[src/rtl/ifu_fetch_pkg.sv]
// Shared types and constants for the instruction fetch stage.
// Fetch FSM state encoding lives here so the bench and RTL agree.
package ifu_fetch_pkg;

  localparam int XLEN = 32;
  localparam logic [XLEN-1:0] RESET_PC = 32'h8000_0000;
  localparam logic [31:0] EBREAK_INST = 32'h0010_0073;

  typedef enum logic [2:0] {
    S_IDLE = 3'd0,
    S_REQ  = 3'd1,
    S_WAIT = 3'd2,
    S_HOLD = 3'd3,
    S_HALT = 3'd4
  } fetch_state_e;

  function automatic logic is_misaligned(
    input logic [XLEN-1:0] a
  );
    return a[1:0] != 2'b00;
  endfunction

endpackage

[src/rtl/ifu_fetch_if.sv]
// Memory request/response, decode handshake and redirect bundle.
// master = fetch unit, slave = memory/decode/branch environment.
interface ifu_fetch_if;
  import ifu_fetch_pkg::*;

  logic            mem_req_valid;
  logic            mem_req_ready;
  logic [XLEN-1:0] mem_req_addr;
  logic            mem_rsp_valid;
  logic [31:0]     mem_rsp_data;
  logic            inst_valid;
  logic            inst_ready;
  logic [31:0]     inst;
  logic [XLEN-1:0] inst_pc;
  logic            next_pc_valid;
  logic [XLEN-1:0] next_pc;
  logic            flush_valid;
  logic [XLEN-1:0] flush_pc;
  logic            halted;
  logic            misaligned;

  modport master (
    output mem_req_valid,
    output mem_req_addr,
    input  mem_req_ready,
    input  mem_rsp_valid,
    input  mem_rsp_data,
    output inst_valid,
    output inst,
    output inst_pc,
    input  inst_ready,
    input  next_pc_valid,
    input  next_pc,
    input  flush_valid,
    input  flush_pc,
    output halted,
    output misaligned
  );

  modport slave (
    input  mem_req_valid,
    input  mem_req_addr,
    output mem_req_ready,
    output mem_rsp_valid,
    output mem_rsp_data,
    input  inst_valid,
    input  inst,
    input  inst_pc,
    output inst_ready,
    output next_pc_valid,
    output next_pc,
    output flush_valid,
    output flush_pc,
    input  halted,
    input  misaligned
  );

endinterface

[src/rtl/ifu_pc_reg.sv]
// Program counter with flush > next_pc > pc+4 select.
// Flags any load of a target whose low two bits are nonzero.
module ifu_pc_reg
  import ifu_fetch_pkg::*;
#(
  parameter logic [XLEN-1:0] P_RESET_PC = RESET_PC
) (
  input  logic            clk,
  input  logic            rst_n,
  input  logic            i_flush,
  input  logic [XLEN-1:0] i_flush_pc,
  input  logic            i_adv,
  input  logic            i_npc_valid,
  input  logic [XLEN-1:0] i_npc,
  output logic [XLEN-1:0] o_pc,
  output logic            o_mis,
  output logic            o_misaligned
);

  logic [XLEN-1:0] r_pc;
  logic            r_misaligned;
  logic [XLEN-1:0] w_next;
  logic            w_load;

  // pc+4 wraps naturally at the top of the address space
  assign w_next = i_flush     ? i_flush_pc :
                  i_npc_valid ? i_npc      :
                  r_pc + XLEN'(4);

  assign w_load = i_flush | i_adv;
  assign o_mis  = w_load && is_misaligned(w_next);

  always_ff @(posedge clk or negedge rst_n) begin
    if (!rst_n) begin
      r_pc         <= P_RESET_PC;
      r_misaligned <= 1'b0;
    end else begin
      if (w_load) r_pc <= w_next;
      if (o_mis)  r_misaligned <= 1'b1;
    end
  end

  assign o_pc         = r_pc;
  assign o_misaligned = r_misaligned;

endmodule

[src/rtl/ifu_fetch.sv]
// Instruction fetch stage: one outstanding word read, one instruction
// held for decode, redirect via flush/next_pc, permanent halt on ebreak.
module ifu_fetch
  import ifu_fetch_pkg::*;
#(
  parameter logic [XLEN-1:0] P_RESET_PC = RESET_PC,
  parameter logic [31:0]     P_EBREAK   = EBREAK_INST
) (
  input  logic        clk,
  input  logic        rst_n,
  ifu_fetch_if.master bus
);

  fetch_state_e    r_state;
  fetch_state_e    w_state_nxt;
  logic            r_drop;
  logic            w_drop_nxt;
  logic [31:0]     r_inst_q;
  logic            w_inst_ld;
  logic [XLEN-1:0] w_pc;
  logic            w_mis;
  logic            w_misaligned;
  logic            w_flush;
  logic            w_consume;
  logic            w_ebreak;
  logic            w_adv;

  assign w_flush   = bus.flush_valid && (r_state != S_HALT);
  assign w_consume = (r_state == S_HOLD) && bus.inst_ready;
  assign w_ebreak  = (r_inst_q == P_EBREAK);
  assign w_adv     = w_consume && !w_flush && !w_ebreak;

  ifu_pc_reg #(
    .P_RESET_PC (P_RESET_PC)
  ) u_pc (
    .clk          (clk),
    .rst_n        (rst_n),
    .i_flush      (w_flush),
    .i_flush_pc   (bus.flush_pc),
    .i_adv        (w_adv),
    .i_npc_valid  (bus.next_pc_valid),
    .i_npc        (bus.next_pc),
    .o_pc         (w_pc),
    .o_mis        (w_mis),
    .o_misaligned (w_misaligned)
  );

  always_ff @(posedge clk or negedge rst_n) begin
    if (!rst_n) begin
      r_state  <= S_IDLE;
      r_drop   <= 1'b0;
      r_inst_q <= '0;
    end else begin
      r_state <= w_state_nxt;
      r_drop  <= w_drop_nxt;
      if (w_inst_ld) r_inst_q <= bus.mem_rsp_data;
    end
  end

  always_comb begin
    w_state_nxt = r_state;
    w_drop_nxt  = r_drop;
    w_inst_ld   = 1'b0;
    unique case (r_state)
      S_IDLE: begin
        w_state_nxt = w_mis ? S_HALT : S_REQ;
      end
      S_REQ: begin
        if (w_flush) begin
          // an accepted request still owes us a response
          if (bus.mem_req_ready) begin
            w_drop_nxt  = 1'b1;
            w_state_nxt = S_WAIT;
          end
          if (w_mis) w_state_nxt = S_HALT;
        end else if (bus.mem_req_ready) begin
          w_state_nxt = S_WAIT;
        end
      end
      S_WAIT: begin
        if (w_flush) begin
          if (w_mis) begin
            w_state_nxt = S_HALT;
          end else if (bus.mem_rsp_valid) begin
            w_drop_nxt  = 1'b0;
            w_state_nxt = S_REQ;
          end else begin
            w_drop_nxt = 1'b1;
          end
        end else if (bus.mem_rsp_valid) begin
          if (r_drop) begin
            w_drop_nxt  = 1'b0;
            w_state_nxt = S_REQ;
          end else begin
            w_inst_ld   = 1'b1;
            w_state_nxt = S_HOLD;
          end
        end
      end
      S_HOLD: begin
        if (w_flush) begin
          w_state_nxt = w_mis ? S_HALT : S_REQ;
        end else if (bus.inst_ready) begin
          if (w_ebreak) w_state_nxt = S_HALT;
          else          w_state_nxt = w_mis ? S_HALT : S_REQ;
        end
      end
      S_HALT: begin
        w_state_nxt = S_HALT;
      end
      default: begin
        w_state_nxt = S_HALT;
      end
    endcase
  end

  assign bus.mem_req_valid = (r_state == S_REQ);
  assign bus.mem_req_addr  = w_pc;
  assign bus.inst_valid    = (r_state == S_HOLD);
  assign bus.inst          = r_inst_q;
  assign bus.inst_pc       = w_pc;
  assign bus.halted        = (r_state == S_HALT);
  assign bus.misaligned    = w_misaligned;

endmodule

[src/flat_wrapper.sv]
// flat-port wrapper written by rule: the top's interface ports become plain ports
module ifu_fetch_flat import ifu_fetch_pkg::*;
#(
  parameter logic [XLEN-1:0] P_RESET_PC = RESET_PC,
  parameter logic [31:0]     P_EBREAK   = EBREAK_INST
)
  (clk, rst_n, bus_mem_req_valid, bus_mem_req_addr, bus_mem_req_ready, bus_mem_rsp_valid, bus_mem_rsp_data, bus_inst_valid, bus_inst, bus_inst_pc, bus_inst_ready, bus_next_pc_valid, bus_next_pc, bus_flush_valid, bus_flush_pc, bus_halted, bus_misaligned);
  ifu_fetch_if bus_i ();
  input  logic clk;
  input  logic rst_n;
  output wire logic [$bits(bus_i.mem_req_valid)-1:0] bus_mem_req_valid;
  output wire logic [$bits(bus_i.mem_req_addr)-1:0] bus_mem_req_addr;
  input wire logic [$bits(bus_i.mem_req_ready)-1:0] bus_mem_req_ready;
  input wire logic [$bits(bus_i.mem_rsp_valid)-1:0] bus_mem_rsp_valid;
  input wire logic [$bits(bus_i.mem_rsp_data)-1:0] bus_mem_rsp_data;
  output wire logic [$bits(bus_i.inst_valid)-1:0] bus_inst_valid;
  output wire logic [$bits(bus_i.inst)-1:0] bus_inst;
  output wire logic [$bits(bus_i.inst_pc)-1:0] bus_inst_pc;
  input wire logic [$bits(bus_i.inst_ready)-1:0] bus_inst_ready;
  input wire logic [$bits(bus_i.next_pc_valid)-1:0] bus_next_pc_valid;
  input wire logic [$bits(bus_i.next_pc)-1:0] bus_next_pc;
  input wire logic [$bits(bus_i.flush_valid)-1:0] bus_flush_valid;
  input wire logic [$bits(bus_i.flush_pc)-1:0] bus_flush_pc;
  output wire logic [$bits(bus_i.halted)-1:0] bus_halted;
  output wire logic [$bits(bus_i.misaligned)-1:0] bus_misaligned;
  assign bus_mem_req_valid = bus_i.mem_req_valid;
  assign bus_mem_req_addr = bus_i.mem_req_addr;
  assign bus_i.mem_req_ready = bus_mem_req_ready;
  assign bus_i.mem_rsp_valid = bus_mem_rsp_valid;
  assign bus_i.mem_rsp_data = bus_mem_rsp_data;
  assign bus_inst_valid = bus_i.inst_valid;
  assign bus_inst = bus_i.inst;
  assign bus_inst_pc = bus_i.inst_pc;
  assign bus_i.inst_ready = bus_inst_ready;
  assign bus_i.next_pc_valid = bus_next_pc_valid;
  assign bus_i.next_pc = bus_next_pc;
  assign bus_i.flush_valid = bus_flush_valid;
  assign bus_i.flush_pc = bus_flush_pc;
  assign bus_halted = bus_i.halted;
  assign bus_misaligned = bus_i.misaligned;
  ifu_fetch #(.P_RESET_PC(P_RESET_PC), .P_EBREAK(P_EBREAK)) u_core (.clk(clk), .rst_n(rst_n), .bus(bus_i));
endmodule
[config.mk]
export PLATFORM = sky130hd
export DESIGN_NAME = ifu_fetch_flat
export DESIGN_NICKNAME = d
export VERILOG_FILES = /design/src/rtl/ifu_fetch_pkg.sv /design/src/rtl/ifu_fetch_if.sv /design/src/rtl/ifu_pc_reg.sv /design/src/rtl/ifu_fetch.sv /design/src/flat_wrapper.sv
export SDC_FILE = /design/constraint.sdc
export NUM_CORES = 1
export LEC_CHECK = 0
export CAP_MARGIN = 25
export CORE_MARGIN = 4
export CORE_UTILIZATION = 50
export CTS_CLUSTER_DIAMETER = 100
export DETAILED_ROUTE_END_ITERATION = 6
export DONT_BUFFER_PORTS = 1
export PLACE_DENSITY = 0.66
export SYNTH_ARGS = -nofsm -noshare
export SYNTH_HDL_FRONTEND = slang
export SYNTH_SLANG_ARGS = --single-unit
export TNS_END_PERCENT = 10
[constraint.sdc]
create_clock -name clk -period 2 [get_ports clk]
set_input_delay 0.4 -clock clk [delete_from_list [all_inputs] [get_ports clk]]
set_output_delay 0.4 -clock clk [all_outputs]
set_load 0.02 [all_outputs]
==> results.py <==
metrics = {
    "placed_design": {
        "placedCellCount": 637,
        "dp.final_hpwl_um": 10500,
        "io_buffers": 0,
        "place_worst_setup_slack_ps": -23.2,
        "gp_congestion": 0.969,
        "dpl-instance-area_sq_mm": 0.00504,
    },
    "sta": {
        "setup_viol": 0,
        "max_freq_ghz": 0.508,
        "slew_violations": 0,
        "setup_tns_ps": 0,
        "tightest_slew_ps": 515,
        "holdWs_ps": 162,
        "hold_violations": 0,
        "slew_headroom": 0.657,
        "rsz0062_at_grt": "true",
        "fin_skew_ps": 21.0,
        "fin_ws_ps": 31.1,
        "layout_min_cycle_time_ps": 1970,
        "min_period_over_period": 0.984,
    },
    "cells_and_area": {
        "final_util": 0.618,
        "final_cells": 655,
        "area_delta_synth_final_pct": 20.7,
        "finalInstanceArea_sq_mm": 0.00536,
        "final_nets": 646,
        "n_antenna_cell": 0,
        "fillers": 772,
        "drive_gt1_frac": 0.285,
    },
    "worst_setup_path": {
        "crit_path_end_kind": "flip-flop",
        "required_ps": 2230,
        "cp_data_arrival_time_ps": 2200,
        "critPathMaxStageDelay_ps": 410,
        "path_cells": "nor4_2 > and4_4 > a21o_1 > nand2_1 > buf_12 > mux2_1",
        "cp_slowest_cell": "dfrtp_1",
        "critPathLaunchType": "flip-flop",
        "worstPathMaxFanout": 9,
        "path_class": "reg2reg",
        "cp_top_family": "simple AND/OR/NAND/NOR gates",
        "critPathBufInv": 1,
        "rrSetupSlack_ps": 30,
    },
    "yosys": {
        "synth_edf_count": 0,
        "syn_area_per_cell_sq_um": 9.23,
        "synth_flop_cell": "dfrtp_1",
        "ys_warn_count": 0,
        "synth_nets": 585,
        "netlist_area_sq_mm": 0.00444,
        "yosysUniqueCellTypes": 78,
        "yosysSeqAreaShare": 0.389,
        "synthArstFlopShare": 1.00,
        "synth-seq-cells": 69,
        "netlist_instances": 481,
    },
    "global_routing": {
        "grt_max_degree": 70,
        "grt_antenna_before_repair": 0,
        "grt_util_all_layers": 0.261,
        "grt_pass1_vias": 4224,
        "grt_pass1_wl_um": 21300,
        "overflow": 0,
    },
    "flow_run": {
        "drv_cap": 0,
    },
    "cts": {
        "root_buffer": "clkbuf_8",
        "clk_latency_ps": 350,
        "post_cts.repair.setup_buffers": 0,
        "ctsHtreeMaxLevel": 3,
        "clock_sinks": 69,
        "cts_tree": "built",
        "clockBufferDepth": 2,
        "path_clk_slew_ps": 90,
        "cts_buffers": 9,
    },
    "pwr": {
        "p_per_area_mw_per_mm2": 1530,
        "p_total_mw": 8.20,
        "leakagePower_nw": 2.35,
        "ir_drop_v": 0.000781,
    },
    "die": {
        "die_w_um": 102,
        "fp-row-count": 34,
        "die_h_um": 102,
        "io_pins": 203,
        "core-area_sq_mm": 0.00868,
        "dieArea_sq_mm": 0.0105,
        "initial_core_util": 0.512,
    },
    "routing": {
        "drc": 0,
        "via_count": 4145,
        "drtIter0Drc": 211,
        "wl_per_cell_um": 20.9,
        "vias_per_cell": 6.33,
        "drt-total-wl_um": 13700,
        "first_pass_iters": 4,
        "postRouteAntennaNets": 0,
    },
    "status": {
        "outcome": "finished clean",
    },
    "worst_hold_path": {
        "hold_class": "in2reg",
    },
}
[cell usage in the layout, fill, tap and decap left out, drive strengths merged, types with 3 or more instances in the layout]
cell,n
buf,108
dfrtp,68
nand2,38
mux2,35
nor2,31
nand3,25
a21oi,22
o21ai,20
inv,13
nand4,12
nor3,12
nor4,11
clkbuf,10
a31oi,9
and3,8
o22ai,8
o31ai,7
o211ai,6
a22o,6
a211oi,6
and4,6
xnor2,5
a22oi,5
xor2,4
a31o,4
or3,4
mux2i,3
o21bai,3
o311ai,3
o311a,3
clkinvlp,3
[per-layer routing]
layer	routed length, um	vias to the layer above	part of all wire	track usage
met5	0	-	0	0
met4	240	0	0.018	0.0767
met3	1380	20	0.10	0.0935
met2	7010	212	0.51	0.453
met1	5080	2009	0.37	0.303
li1	-	1904	-	-
[Yosys cell counts, drive strengths merged (7+ instances only)]
cell type	count	share of area
mux2	35	0.089
nor4	11	0.015
nand4	12	0.017
a31oi	9	0.013
o31ai	7	0.012
nand2	38	0.033
o21ai	20	0.023
o22ai	8	0.011
a21oi	22	0.027
and3	8	0.012
nor3	12	0.014
buf	47	0.072
nand3	25	0.029
nor2	31	0.026
dfrtp	68	0.38
inv	11	0.0093
clkbuf	12	0.010
[power by group]
part	switching [mW]	internal, mW
clock	0.581	0.585
sequential	0.589	1.93
combinational	2.71	1.80
[final timing paths]
path / start / end / depth (start not counted)
setup / recovery: u_core.bus.inst[26]$_DFFE_PN0P_ / u_core.u_pc.o_pc[3]$_DFFE_PN0P_ / 6
max in group asynchronous: rst_n / u_core.u_pc.o_pc[31]$_DFFE_PN1P_ / 2
hold / removal: bus_flush_pc[9] / u_core.u_pc.o_pc[9]$_DFFE_PN0P_ / 2
min in group asynchronous: rst_n / u_core.u_pc.o_pc[8]$_DFFE_PN0P_ / 2
hold reg to reg: u_core.r_drop$_DFFE_PN0P_ / u_core.r_drop$_DFFE_PN0P_ / 1
setup reg to reg: u_core.bus.inst[26]$_DFFE_PN0P_ / u_core.u_pc.o_pc[3]$_DFFE_PN0P_ / 6
[state kept, by name, summed over array words and instances, names as in the netlist]
signal / cells
u_core.bus.inst: 32
u_core.r_drop: 1
u_core.r_state: 3
u_core.u_pc.o_misaligned: 1
u_core.u_pc.o_pc: 32
[what timing repair did]
action	CTS	global route
resized for setup	3	14
pin swaps	0	4
endpoints found under the hold margin	69	69
endpoints found under the setup margin	4	44
[cell families (layout without fill, tap and decap cells)]
group / count (synthesis) / after routing / synth area share
AO/OA/AOI/OAI: 126 / 126 / 0.203
XOR/XNOR: 9 / 9 / 0.0178
adder cells (fa/ha/maj): 1 / 1 / 0.00282
buffers and inverters: 71 / 137 / 0.0927
flip-flops: 69 / 69 / 0.389
multiplexers: 38 / 38 / 0.0955
AND/OR/NAND/NOR: 167 / 167 / 0.199
[worst reg2reg max path: stages (launching register included)]
cell,delay [ps]
dfrtp_1,410
nor4_2,380
and4_4,310
a21o_1,180
nand2_1,100
buf_12,170
mux2_1,320
[cell type report]
type	instances	area [sq um]	share of cell area
clock inverters	6	70.1	0.0131
well taps	108	135	0.0252
multi-input cells	341	2380	0.445
flip-flops and latches	69	1730	0.322
repair buffers	109	870	0.162
clock buffers	10	128	0.0238
inverters	12	45.0	0.00840
(Power assumes the default switching activity.)
